==> src/rtl/router_pkg.sv <==
// Shared constants, header layout and transmitter state encodings for the 1x3 router source side.
package router_pkg;
  localparam int ADDR_W = 2;
  localparam int LEN_W  = 6;
  localparam logic [ADDR_W-1:0] ADDR_INVALID = 2'b11;

  // Header byte layout: {length[5:0], dest_addr[1:0]}
  localparam int HDR_ADDR_LSB = 0;
  localparam int HDR_LEN_LSB  = ADDR_W;
  localparam int HDR_LEN_MSB  = ADDR_W + LEN_W - 1;

  typedef enum logic [2:0] {
    S_IDLE    = 3'd0,
    S_HEADER  = 3'd1,
    S_PAYLOAD = 3'd2,
    S_PARITY  = 3'd3,
    S_GAP     = 3'd4
  } tx_state_e;

  function automatic logic [7:0] make_header(input logic [LEN_W-1:0] len,
                                             input logic [ADDR_W-1:0] addr);
    logic [7:0] h;
    h = '0;
    h[HDR_LEN_MSB:HDR_LEN_LSB] = len;
    h[HDR_ADDR_LSB +: ADDR_W]  = addr;
    return h;
  endfunction
endpackage

==> src/rtl/router_tx_buf.sv <==
// Payload buffer: DEPTH x 8 register file filled sequentially, combinational read by index.
module router_tx_buf
  import router_pkg::*;
#(
  parameter int DEPTH = 63
) (
  input  logic             clk,
  input  logic             rstn,
  input  logic             wr_en,
  input  logic [7:0]       wr_data,
  input  logic             clr,
  input  logic [LEN_W-1:0] rd_idx,
  output logic [LEN_W-1:0] count,
  output logic [7:0]       rd_data
);
  logic [7:0] mem [DEPTH];

  // wr_en arrives already qualified by the owner (IDLE and not full)
  always_ff @(posedge clk) begin
    if (wr_en) mem[count] <= wr_data;
  end

  always_ff @(posedge clk or negedge rstn) begin
    if (!rstn)      count <= '0;
    else if (clr)   count <= '0;
    else if (wr_en) count <= count + LEN_W'(1);
  end

  assign rd_data = mem[rd_idx];
endmodule

==> src/rtl/router_pkt_tx.sv <==
// Router source transmitter: buffers a payload, then streams header, payload and parity with busy stalls.
module router_pkt_tx
  import router_pkg::*;
#(
  parameter int DEPTH = 63,
  parameter int IFG   = 2
) (
  input  logic              clk,
  input  logic              rstn,
  input  logic              wr_en,
  input  logic [7:0]        wr_data,
  input  logic              send,
  input  logic [ADDR_W-1:0] dest_addr,
  input  logic              busy,
  output logic              pkt_valid,
  output logic [7:0]        data_out,
  output logic              tx_idle,
  output logic              done,
  output logic              err,
  output logic [2:0]        state_dbg
);
  // Stream handshake: the byte on data_out (pkt_valid=1 for header/payload, 0 for parity)
  // is taken on every rising edge where busy==0; while busy==1 every output holds.
  localparam logic [LEN_W-1:0] DEPTH_L  = LEN_W'(DEPTH);
  localparam logic [7:0]       GAP_LAST = 8'((IFG > 1) ? IFG - 2 : 0);

  tx_state_e        state, state_n;
  logic [LEN_W-1:0] idx, idx_n, count, rd_idx, len_next;
  logic [7:0]       parity, parity_n, data_n, rd_data, gap_cnt, gap_n;
  logic             pv_n, done_n, err_n, wr_take, clr;

  router_tx_buf #(.DEPTH(DEPTH)) u_buf (
    .clk     (clk),
    .rstn    (rstn),
    .wr_en   (wr_take),
    .wr_data (wr_data),
    .clr     (clr),
    .rd_idx  (rd_idx),
    .count   (count),
    .rd_data (rd_data)
  );

  always_comb begin
    state_n  = state;
    idx_n    = idx;
    parity_n = parity;
    data_n   = data_out;
    pv_n     = pkt_valid;
    gap_n    = gap_cnt;
    done_n   = 1'b0;
    err_n    = 1'b0;
    clr      = 1'b0;
    wr_take  = (state == S_IDLE) && wr_en && (count < DEPTH_L);
    // A write in the same cycle as send is counted in the header length
    len_next = count + LEN_W'(wr_take);
    rd_idx   = (state == S_PAYLOAD) ? idx + LEN_W'(1) : '0;
    if (wr_en && !wr_take) err_n = 1'b1;

    case (state)
      S_IDLE: begin
        if (send) begin
          if (dest_addr == ADDR_INVALID || len_next == '0) begin
            err_n = 1'b1;
          end else begin
            state_n  = S_HEADER;
            data_n   = make_header(len_next, dest_addr);
            parity_n = make_header(len_next, dest_addr);
            pv_n     = 1'b1;
            idx_n    = '0;
          end
        end
      end
      S_HEADER: begin
        if (!busy) begin
          state_n = S_PAYLOAD;
          data_n  = rd_data;
        end
      end
      S_PAYLOAD: begin
        if (!busy) begin
          parity_n = parity ^ data_out;
          if (idx == count - LEN_W'(1)) begin
            state_n = S_PARITY;
            pv_n    = 1'b0;
            data_n  = parity ^ data_out;
          end else begin
            idx_n  = idx + LEN_W'(1);
            data_n = rd_data;
          end
        end
      end
      S_PARITY: begin
        if (!busy) begin
          done_n  = 1'b1;
          clr     = 1'b1;
          data_n  = '0;
          gap_n   = '0;
          state_n = (IFG > 1) ? S_GAP : S_IDLE;
        end
      end
      S_GAP: begin
        // The first IDLE cycle is also idle on the wire, so GAP covers IFG-1 cycles
        if (gap_cnt == GAP_LAST) state_n = S_IDLE;
        else                     gap_n   = gap_cnt + 8'd1;
      end
      default: state_n = S_IDLE;
    endcase
  end

  always_ff @(posedge clk or negedge rstn) begin
    if (!rstn) begin
      state     <= S_IDLE;
      idx       <= '0;
      parity    <= '0;
      gap_cnt   <= '0;
      data_out  <= '0;
      pkt_valid <= 1'b0;
      done      <= 1'b0;
      err       <= 1'b0;
      tx_idle   <= 1'b1;
    end else begin
      state     <= state_n;
      idx       <= idx_n;
      parity    <= parity_n;
      gap_cnt   <= gap_n;
      data_out  <= data_n;
      pkt_valid <= pv_n;
      done      <= done_n;
      err       <= err_n;
      tx_idle   <= (state_n == S_IDLE);
    end
  end

  assign state_dbg = state;
endmodule
==> config.mk <==
export PLATFORM = sky130hd
export DESIGN_NAME = router_pkt_tx
export DESIGN_NICKNAME = d
export VERILOG_FILES = /design/src/rtl/router_pkg.sv /design/src/rtl/router_tx_buf.sv /design/src/rtl/router_pkt_tx.sv
export SDC_FILE = /design/constraint.sdc
export NUM_CORES = 1
export LEC_CHECK = 0
export CELL_PAD_IN_SITES_DETAIL_PLACEMENT = 1
export CELL_PAD_IN_SITES_GLOBAL_PLACEMENT = 2
export CORE_AREA = 3 3 206 288
export DETAILED_ROUTE_END_ITERATION = 7
export DIE_AREA = 0 0 209 291
export PLACE_DENSITY = 0.81
export SETUP_SLACK_MARGIN = 0.02
export SYNTH_ARGS = -nofsm -noshare
export SYNTH_HDL_FRONTEND = slang
export SYNTH_SLANG_ARGS = --single-unit
==> constraint.sdc <==
create_clock -name clk -period 3.3 [get_ports clk]
set_input_delay 0.495 -clock clk [delete_from_list [all_inputs] [get_ports clk]]
set_output_delay 0.495 -clock clk [all_outputs]
set_load 0.05 [all_outputs]
==> impl_metrics.csv, run 1 <==
group,metric,value,unit
status,status,"finished clean",
logic_synthesis,synth_common_cells,"504 x edfxtp_1, 220 x nand2_1, 114 x nor2_1, 93 x nand3_1, 77 x mux2i_1",
clock_tree,numCtsBuffers,52,
placed_design,dpl.hpwl,50.08,mm
sta,slew_viol_final,0,
worst_setup_path,worst-path-buf-inv,2,
layout,final_cells,2644,
worst_setup_path,arrival,3.65,ns
floorplan,fp.coreArea,56700,um2
route,routed_wl,75.47,mm
sta,fmaxAchievable,0.3127,GHz
floorplan,die_area,60820,um2
worst_setup_path,critPathTopFamily,"simple AND/OR/NAND/NOR gates",
global_route,grt_pass1_vias,16987,
route,drc,0,
global_route,grt_max_degree,54,
logic_synthesis,yosysTopAreaCellShare,0.6519,
route,firstDrtPassIters,5,
layout,synthToLayoutAreaGrowth,18.44,%
clock_tree,path_clk_slew,0.06,ns
logic_synthesis,syn_area,23220,um2
sta,period_needed,3.198,ns
floorplan,die_h,291,um
logic_synthesis,synth_flop_cell,"edfxtp_1",
clock_tree,cts_sinks,547,
layout,stdcell_area,27500,um2
worst_setup_path,reg2reg_from,"state_dbg[2]$_DFF_PN0_",
route,num_vias,15861,
worst_setup_path,path_cells,"or3b_2 > buf_12 > nor4b_2 > nor2_2 > buf_4 > o32ai_1 > o21ai_0 > nand4b_1 > a31oi_1",
logic_synthesis,synth_edf_count,504,
logic_synthesis,synth_area_leaders,"edfxtp_1 65%, dfrtp_1 4.5%, nand2_1 3.6%",
worst_setup_path,critPathMaxFanout,18,
floorplan,die_width,209,um
sta,holdWs,0.1247,ns
worst_setup_path,crit_path_top_delay_cell,"or3b_2",
route,drtIter0Drc,1575,
floorplan,ios,30,
clock_tree,htree_num_levels,2,
layout,multi_input_area,6461,um2
placed_design,gp_congestion,0.9088,
sta,skew,0.01169,ns
layout,nNetsFinal,1888,
floorplan,rows,103,
clock_tree,cts_buffer_depth,3,
route,wl_per_cell,28.55,um
floorplan,start_util,0.4094,
worst_setup_path,crit_path_start_kind,"flop",
logic_synthesis,yosys.area.top_type,"edfxtp_1",
worst_setup_path,crit_path_end_kind,"flop",
sta,worst_pin_slew,1.232,ns
worst_setup_path,critPathRequiredTime,3.75,ns
job,cap_violations,0,
route,via_per_inst,5.999,
route,drtAntennaViolNets,0,
power_and_ir_drop,powerDensity,773.1,nW/um2
sta,period_share,0.9691,
logic_synthesis,yosysMostFrequentCell,"edfxtp_1",
layout,layout-drive-gt1-share,0.1840,
logic_synthesis,yosysSeqAreaShare,0.6983,
layout,fillerInstances,5677,
worst_setup_path,worstSetupStartpoint,"state_dbg[2]$_DFF_PN0_",
clock_tree,post-cts-setup-buffers,0,
placed_design,port_buffers,29,
sta,rsz0062_at_grt,"true",
clock_tree,clock-root-buffer,"clkbuf_16",
sta,finalSetupViolCount,0,
logic_synthesis,syn-num-nets,1716,
power_and_ir_drop,worst_ir_drop_vdd,0.4170,mV
global_route,grt_pass1_wl,112.1,mm
global_route,grt-ovfl-total,0,
logic_synthesis,yosys_warnings,0,
logic_synthesis,synth_cells,1694,
worst_setup_path,cp_slowest_stage_delay,0.61,ns
power_and_ir_drop,p_leak,9.316,nW
sta,slew_headroom,0.1789,
layout,seq_area,16220,um2
global_route,grt_antenna_before_repair,0,
logic_synthesis,synth-async-reset-ratio,0.07861,
logic_synthesis,synth.avg_cell_area,13.71,um2
placed_design,place_area,25580,um2
logic_synthesis,synth-seq-cells,547,
clock_tree,cts_tree,"built",
logic_synthesis,synth_cell_types,85,
global_route,track_usage,0.2441,
layout,fin_util,0.4850,
placed_design,place_inst,2547,
sta,hold_violations,0,
worst_hold_path,hp-class,"in -> async",
worst_setup_path,criticalPathCategory,"reg -> reg",
clock_tree,insertion_delay,0.58,ns
-- repair_timing --
item | 4_1_cts | 5_1_grt
hold buffers | 0 | 0
gates resized for setup | 0 | 11
setup endpoints to repair | 0 | 25
-- cells in the final DEF, fill, tap and decap left out, types with 13 or more instances in the layout --
cell and instances:
clkbuf_16 54, a31oi_1 29, a221oi_1 18, xnor2_1 15, and3_1 17, o21ai_0 57, nor2_1 113, o211ai_1 13
dfrtp_1 38, clkdlybuf4s50_1 20, mux4_2 17, buf_12 15, inv_1 20, nor3_1 21, a21oi_1 70, nand3_1 93
o22ai_1 25, xor2_1 15, edfxtp_1 504, buf_4 185, nand2_1 219, mux2i_1 77, a211oi_1 22
-- where the power goes --
group,internal [mW],switching (mW)
clock,3.93,2.65
combinational,2.32,4.20
sequential,7.88,0.286
-- registers in the layout, summed over array words and instances (netlist names) --
signal,flops
tx_idle,1
done,1
u_buf.count,6
data_out,8
err,1
u_buf.mem,504
pkt_valid,1
idx,6
state_dbg,3
gap_cnt,8
parity,8
-- path summary, 6_finish.rpt --
kind                                                    to  slack [ns]  cells past startpoint
max in group asynchronous               idx[0]$_DFFE_PN0P_        2.37                      1
min in group clk                u_buf.mem[48][3]$_DFFE_PP_        0.33                      1
worst min register to register       pkt_valid$_DFFE_PN0P_        0.52                      1
worst max register to register     data_out[3]$_DFFE_PN0P_        0.10                      9
worst min-delay path                gap_cnt[2]$_DFFE_PN0P_        0.12                      1
worst max-delay path               data_out[3]$_DFFE_PN0P_        0.10                      9
-- per-stage QoR --
step	setup TNS, ns	power (mW)	setup WS, ns
after floorplan	0	11.93	0.06108
after global placement	0	14.50	0.1066
after detailed placement	-0.07182	14.69	-0.07182
after CTS	0	21.27	0.04576
after global routing	-0.01649	22.03	-0.01649
final	0	21.26	0.1020
-- logic make-up (layout without fill, tap and decap cells) --
family / count (synthesis) / after routing / synth area share
fa+ha+maj: 7 / 7 / 0.003772
compound gates: 331 / 331 / 0.09603
buf+inv: 134 / 348 / 0.02689
other cells: 0 / 1 / 0
simple gates: 541 / 541 / 0.1088
flops: 547 / 547 / 0.6983
mux: 102 / 102 / 0.05357
xor+xnor: 32 / 32 / 0.01272
-- layout make-up --
| type | instances | share of cell area |
|---|---|---|
| clock inverters | 35 | 0.01784 |
| well taps | 735 | 0.03344 |
| clock buffers | 61 | 0.05010 |
| multi-input cells | 1013 | 0.2350 |
| inverters | 22 | 0.003003 |
| flip-flops and latches | 547 | 0.5898 |
| repair buffers | 230 | 0.07075 |
| diodes | 1 | 0.00009100 |
-- metal layers --
metal  global-route usage  routed length [um]  vias to the layer above
met4               0.1185                4088                        0
met1               0.2989               29000                     8255
met5                    0                   0                        -
li1                     -                   -                     6812
met2               0.4251               38010                      614
met3              0.03299                4373                      180
No activity file was read; power rests on OpenSTA's default activity.
==> inputs of run 2 (changes only) <==
--- a/config.mk
+++ b/config.mk
@@ -7,10 +7,10 @@
 export LEC_CHECK = 0
 export CELL_PAD_IN_SITES_DETAIL_PLACEMENT = 1
 export CELL_PAD_IN_SITES_GLOBAL_PLACEMENT = 2
-export CORE_AREA = 3 3 206 288
+export CORE_AREA = 3 3 208 292
 export DETAILED_ROUTE_END_ITERATION = 7
-export DIE_AREA = 0 0 209 291
-export PLACE_DENSITY = 0.81
+export DIE_AREA = 0 0 211 295
+export PLACE_DENSITY = 0.79
 export SETUP_SLACK_MARGIN = 0.02
 export SYNTH_ARGS = -nofsm -noshare
 export SYNTH_HDL_FRONTEND = slang
==> run 2 against run 1 <==
The flow now finishes with violations (negative hold slack). Clock power decreased by 3%. Maximum frequency increased by 1.6%. Wire length decreased by 0.23%. Critical path depth increased by 1. Power decreased by 1.6%. Die area increased by 2.3%. Critical endpoint is now data_out[4]$_DFFE_PN0P_. Largest cell class unchanged. Largest power group unchanged. Highest routed layer unchanged.
==> impl_metrics.csv, run 2 (synthesized netlist as in run 1, its figures left out) <==
group,metric,value,unit
worst_setup_path,crit_path_end_kind,"flop",
worst_setup_path,criticalPathCategory,"reg -> reg",
placed_design,dpl.hpwl,50.31,mm
sta,hold_violations,5,
clock_tree,path_clk_slew,0.07,ns
layout,final_cell_mix,"504 x edfxtp_1, 219 x nand2_1, 198 x buf_4",
route,num_vias,15846,
placed_design,gp_congestion,0.8637,
layout,synthToLayoutAreaGrowth,18.43,%
sta,finalSetupViolCount,0,
global_route,grt_antenna_before_repair,0,
placed_design,place_inst,2564,
global_route,grt_pass1_vias,16680,
worst_setup_path,worst-path-buf-inv,3,
clock_tree,numCtsBuffers,50,
sta,slew_viol_final,0,
layout,insertedDiodeCount,0,
sta,rsz0062_at_grt,"false",
layout,layout-drive-gt1-share,0.1895,
worst_hold_path,hp-class,"in -> async",
worst_setup_path,crit_path_start_kind,"flop",
floorplan,rows,105,
route,drc,0,
worst_setup_path,critPathMaxFanout,10,
placed_design,port_buffers,29,
route,drtIter0Drc,1490,
route,wl_per_cell,28.25,um
power_and_ir_drop,powerDensity,760.6,nW/um2
status,violations,"negative hold slack",
global_route,grt_pass1_wl,111.6,mm
clock_tree,insertion_delay,0.60,ns
worst_setup_path,cp_num_cells,10,
sta,holdWs,-0.003440,ns
clock_tree,clock-root-buffer,"clkbuf_16",
worst_setup_path,arrival,3.65,ns
power_and_ir_drop,worst_ir_drop_vdd,0.3400,mV
global_route,grt_max_degree,67,
sta,worst_pin_slew,1.194,ns
clock_tree,htree_num_levels,2,
status,status,"complete, but fails checks",
worst_setup_path,crit_path_frequent_cell,"buf_4",
worst_setup_path,critPathRequiredTime,3.80,ns
route,firstDrtPassIters,5,
floorplan,start_util,0.3971,
floorplan,die_area,62250,um2
sta,fmaxAchievable,0.3177,GHz
layout,fin_util,0.4703,
worst_setup_path,critPathTopFamily,"simple AND/OR/NAND/NOR gates",
floorplan,die_width,211,um
clock_tree,cts_sinks,547,
route,drtAntennaViolNets,0,
layout,nNetsFinal,1896,
sta,slew_headroom,0.2037,
power_and_ir_drop,p_leak,9.307,nW
floorplan,ios,30,
floorplan,fp.coreArea,58460,um2
global_route,track_usage,0.2407,
worst_setup_path,path_cells,"buf_4 > or3b_2 > nor2_8 > buf_12 > buf_4 > mux4_2 > a21o_1 > a21oi_1 > or4_1 > a31oi_1",
job,cap_violations,0,
layout,largest_register,"u_buf.mem",
sta,period_share,0.9537,
route,routed_wl,75.30,mm
worst_setup_path,crit_path_top_delay_cell,"or4_1",
sta,period_needed,3.147,ns
clock_tree,cts_tree,"built",
clock_tree,cts_buffer_depth,3,
sta,skew,0.02031,ns
worst_setup_path,cp_slowest_stage_delay,0.65,ns
layout,layout_commonest_cell,"edfxtp_1",
worst_setup_path,reg2regPathDepth,10,
floorplan,die_h,295,um
layout,largest_register_ffs,504,
layout,final_cells,2665,
route,via_per_inst,5.946,
global_route,grt-ovfl-total,0,
clock_tree,postCtsHoldBufs,0,
[run 2: cell types whose count changed in the layout (fill, tap and decap cells not counted), moves of 2 or more]
cell	delta
buf_4	+13
clkinvlp_4	+7
clkbuf_16	-3
clkinv_1	-3
buf_12	-2
clkbuf_1	-2
[run 2: final timing paths]
kind	start	end	slack [ns]
min reg2reg	pkt_valid$_DFFE_PN0P_	pkt_valid$_DFFE_PN0P_	0.52
max	state_dbg[0]$_DFF_PN0_	data_out[4]$_DFFE_PN0P_	0.15
min in group clk	pkt_valid$_DFFE_PN0P_	pkt_valid$_DFFE_PN0P_	0.52
min	rstn	gap_cnt[6]$_DFFE_PN0P_	-0.003
max in group asynchronous	rstn	data_out[2]$_DFFE_PN0P_	2.59
max reg2reg	state_dbg[0]$_DFF_PN0_	data_out[4]$_DFFE_PN0P_	0.15
[run 2: routing by layer]
metal,global-route usage,vias up,share of wire
met1,0.3008,8255,0.39
li1,-,6822,-
met3,0.02707,163,0.054
met5,0,-,0
met2,0.4172,606,0.50
met4,0.1192,0,0.052
[run 2: layout make-up]
class                      count  area, um2
timing repair buffer         240       1992
fill                        5841      30970
clock buffer                  56       1295
sequential                   547      16220
tap                          749      937.1
multi-input combinational   1013       6464
clock inverter                38      506.7
inverter                      22      82.58
[run 2: power by group]
part           switching, mW  internal (mW)  total [mW]
Sequential             0.248           7.87        8.12
Combinational           4.22           2.19        6.41
Clock                   2.67           3.71        6.38
Total                   7.14           13.8        20.9
[run 2: what timing repair did]
action / 4_1_cts / 5_1_grt
gates resized for setup: 0 / 11
setup buffers: 0 / 7
setup endpoints to repair: 0 / 24
[run 2: through the flow]
step                      hold slack [ns]  power [mW]   TNS, ns  cell area, um2  setup slack, ns
final                           -0.003440       20.91         0           27500           0.1528
after global routing              0.04368       21.70         0           27500          0.04558
after CTS                        0.005843       20.91         0           27390          0.03178
after detailed placement           0.5024       14.56  -0.01503           25590         -0.01503
after global placement             0.4849       14.41         0           25590          0.02767
after floorplan                    0.1994       11.93         0           23220          0.06108
==> inputs of run 3 (changes only) <==
--- a/config.mk
+++ b/config.mk
@@ -10,7 +10,7 @@
 export CORE_AREA = 3 3 208 292
 export DETAILED_ROUTE_END_ITERATION = 7
 export DIE_AREA = 0 0 211 295
-export PLACE_DENSITY = 0.79
+export PLACE_DENSITY = 0.77
 export SETUP_SLACK_MARGIN = 0.02
 export SYNTH_ARGS = -nofsm -noshare
 export SYNTH_HDL_FRONTEND = slang
==> constraint.sdc (replaced) <==
create_clock -name clk -period 3.1 [get_ports clk]
set_input_delay 0.465 -clock clk [delete_from_list [all_inputs] [get_ports clk]]
set_output_delay 0.465 -clock clk [all_outputs]
set_load 0.05 [all_outputs]
==> run 3 against run 2 <==
The run now ends clean. First-iteration DRC count is 16% higher. Design area is 0.57% higher. Final cell count up 0.83%. Critical endpoint is now data_out[5]$_DFFE_PN0P_. Largest cell class unchanged. Largest power group unchanged. Highest routed layer unchanged.
==> impl_metrics.csv, run 3 (synthesized netlist as in run 1, its figures left out) <==
group,metric,value,unit
clock_tree,htree_num_levels,2,
clock_tree,numCtsBuffers,51,
worst_setup_path,cp_slowest_stage_delay,0.47,ns
sta,skew,0.02832,ns
sta,period_share,0.9744,
route,drtIter0Drc,1735,
layout,layout-drive-gt1-share,0.2002,
clock_tree,cts_tree,"built",
layout,insertedDiodeCount,0,
sta,slew_headroom,0.4103,
route,via_per_inst,5.929,
power_and_ir_drop,worst_ir_drop_vdd,0.4676,mV
sta,holdWs,0.3975,ns
worst_setup_path,arrival,3.49,ns
placed_design,gp_congestion,0.8717,
clock_tree,path_clk_slew,0.07,ns
sta,period_needed,3.021,ns
global_route,grt_pass1_vias,16698,
placed_design,dpl.hpwl,50.32,mm
clock_tree,cts_buffer_depth,3,
sta,finalSetupViolCount,0,
floorplan,fp.coreArea,58460,um2
sta,hold_violations,0,
route,num_vias,15932,
route,firstDrtPassIters,5,
route,drc,0,
floorplan,die_h,295,um
power_and_ir_drop,pwr-share-comb,0.327,
power_and_ir_drop,p_leak,9.384,nW
floorplan,die_width,211,um
worst_setup_path,crit_path_start_kind,"flop",
placed_design,port_buffers,29,
layout,final_cells,2687,
worst_setup_path,crit_path_frequent_cell,"buf_4",
floorplan,die_area,62250,um2
power_and_ir_drop,switching_share,0.3467,
power_and_ir_drop,p_total,22.08,mW
route,drtAntennaViolNets,0,
floorplan,start_util,0.3971,
worst_setup_path,worst-path-buf-inv,3,
placed_design,post-place-ws,-0.1970,ns
layout,nNetsFinal,1923,
layout,layout_commonest_cell,"edfxtp_1",
sta,slew_viol_final,0,
floorplan,rows,105,
floorplan,ios,30,
worst_hold_path,hp-class,"in -> reg",
worst_setup_path,critPathRequiredTime,3.57,ns
sta,fmaxAchievable,0.3310,GHz
power_and_ir_drop,clockPowerShare,0.280,
layout,final_cell_mix,"504 x edfxtp_1, 219 x nand2_1, 216 x buf_4",
worst_setup_path,critPathTopFamily,"compound AO/OA/AOI/OAI gates",
global_route,grt_max_degree,64,
global_route,track_usage,0.2421,
layout,synthToLayoutAreaGrowth,19.10,%
worst_setup_path,path_cells,"ha_1 > buf_4 > xnor2_4 > nor2_8 > buf_4 > and3_1 > o31ai_1 > a21oi_1 > o31ai_1 > buf_4 > a31oi_1",
global_route,grt_pass1_wl,111.4,mm
clock_tree,cts_sinks,547,
sta,rsz0062_at_grt,"true",
route,wl_per_cell,28.33,um
power_and_ir_drop,internal-power,14.43,mW
power_and_ir_drop,pwr-share-seq,0.392,
power_and_ir_drop,powerDensity,798.6,nW/um2
layout,largest_register,"u_buf.mem",
worst_setup_path,crit_path_end_kind,"flop",
layout,largest_register_ffs,504,
route,routed_wl,76.14,mm
job,cap_violations,0,
layout,fin_util,0.4730,
worst_setup_path,critPathMaxFanout,10,
sta,final.setup.worst_slack,0.07921,ns
clock_tree,clock-root-buffer,"clkbuf_16",
worst_setup_path,criticalPathCategory,"reg -> reg",
power_and_ir_drop,p_sw,7.656,mW
global_route,grt-ovfl-total,0,
clock_tree,insertion_delay,0.59,ns
sta,worst_pin_slew,0.8846,ns
worst_setup_path,crit_path_top_delay_cell,"dfrtp_4",
placed_design,place_inst,2585,
status,status,"finished clean",
global_route,grt_antenna_before_repair,0,
==> run 3: power by group through the flow <==
stage	clock, mW	sequential (mW)	combinational, mW
CTS	6.28	8.66	7.05
floorplan	0	9.01	3.71
detailed placement	0	8.82	6.96
finish	6.19	8.66	7.23
global route	6.54	8.70	7.68
global placement	0	8.79	6.81
==> run 3: worst paths after layout <==
kind,start,endpoint,slack (ns),depth (start not counted)
max,idx[0]$_DFFE_PN0P_,data_out[5]$_DFFE_PN0P_,0.08,11
min,wr_data[0],u_buf.mem[19][0]$_DFFE_PP_,0.40,1
max reg2reg,idx[0]$_DFFE_PN0P_,data_out[5]$_DFFE_PN0P_,0.08,11
min reg2reg,pkt_valid$_DFFE_PN0P_,pkt_valid$_DFFE_PN0P_,0.53,1
max in group asynchronous,rstn,u_buf.count[0]$_DFFE_PN0P_,1.88,3
min in group asynchronous,rstn,gap_cnt[6]$_DFFE_PN0P_,0.48,2
==> run 3: layout make-up <==
| class | count | area [um2] |
|---|---|---|
| clock buffers | 62 | 1339 |
| multi-input cells | 1013 | 6528 |
| flip-flops and latches | 547 | 16220 |
| inverters | 22 | 82.58 |
| clock inverters | 28 | 271.5 |
| fillers | 5885 | 30810 |
| well taps | 749 | 937.1 |
| repair buffers | 266 | 2272 |
==> run 3: layer usage <==
metal	GRT usage	up-vias	part of all wire
met4	0.1149	0	0.053
li1	-	6874	-
met5	0	-	0
met2	0.4258	589	0.50
met1	0.2967	8295	0.39
met3	0.03089	174	0.056
==> run 3: timing repair <==
action / in CTS / in global routing
endpoints found under the hold margin: 27 / 0
gates cloned: 1 / 0
endpoints found under the setup margin: 3 / 25
setup buffers: 6 / 4
resized for setup: 4 / 19
pin swaps: 1 / 5
hold buffers: 1 / 0
==> run 3: per-stage QoR <==
stage	area, um2	setup TNS [ns]
after floorplan	23240	0
after global placement	25810	-0.1805
after detailed placement	25810	-0.2650
after CTS	27540	0
after global routing	27650	-0.09935
final	27650	0
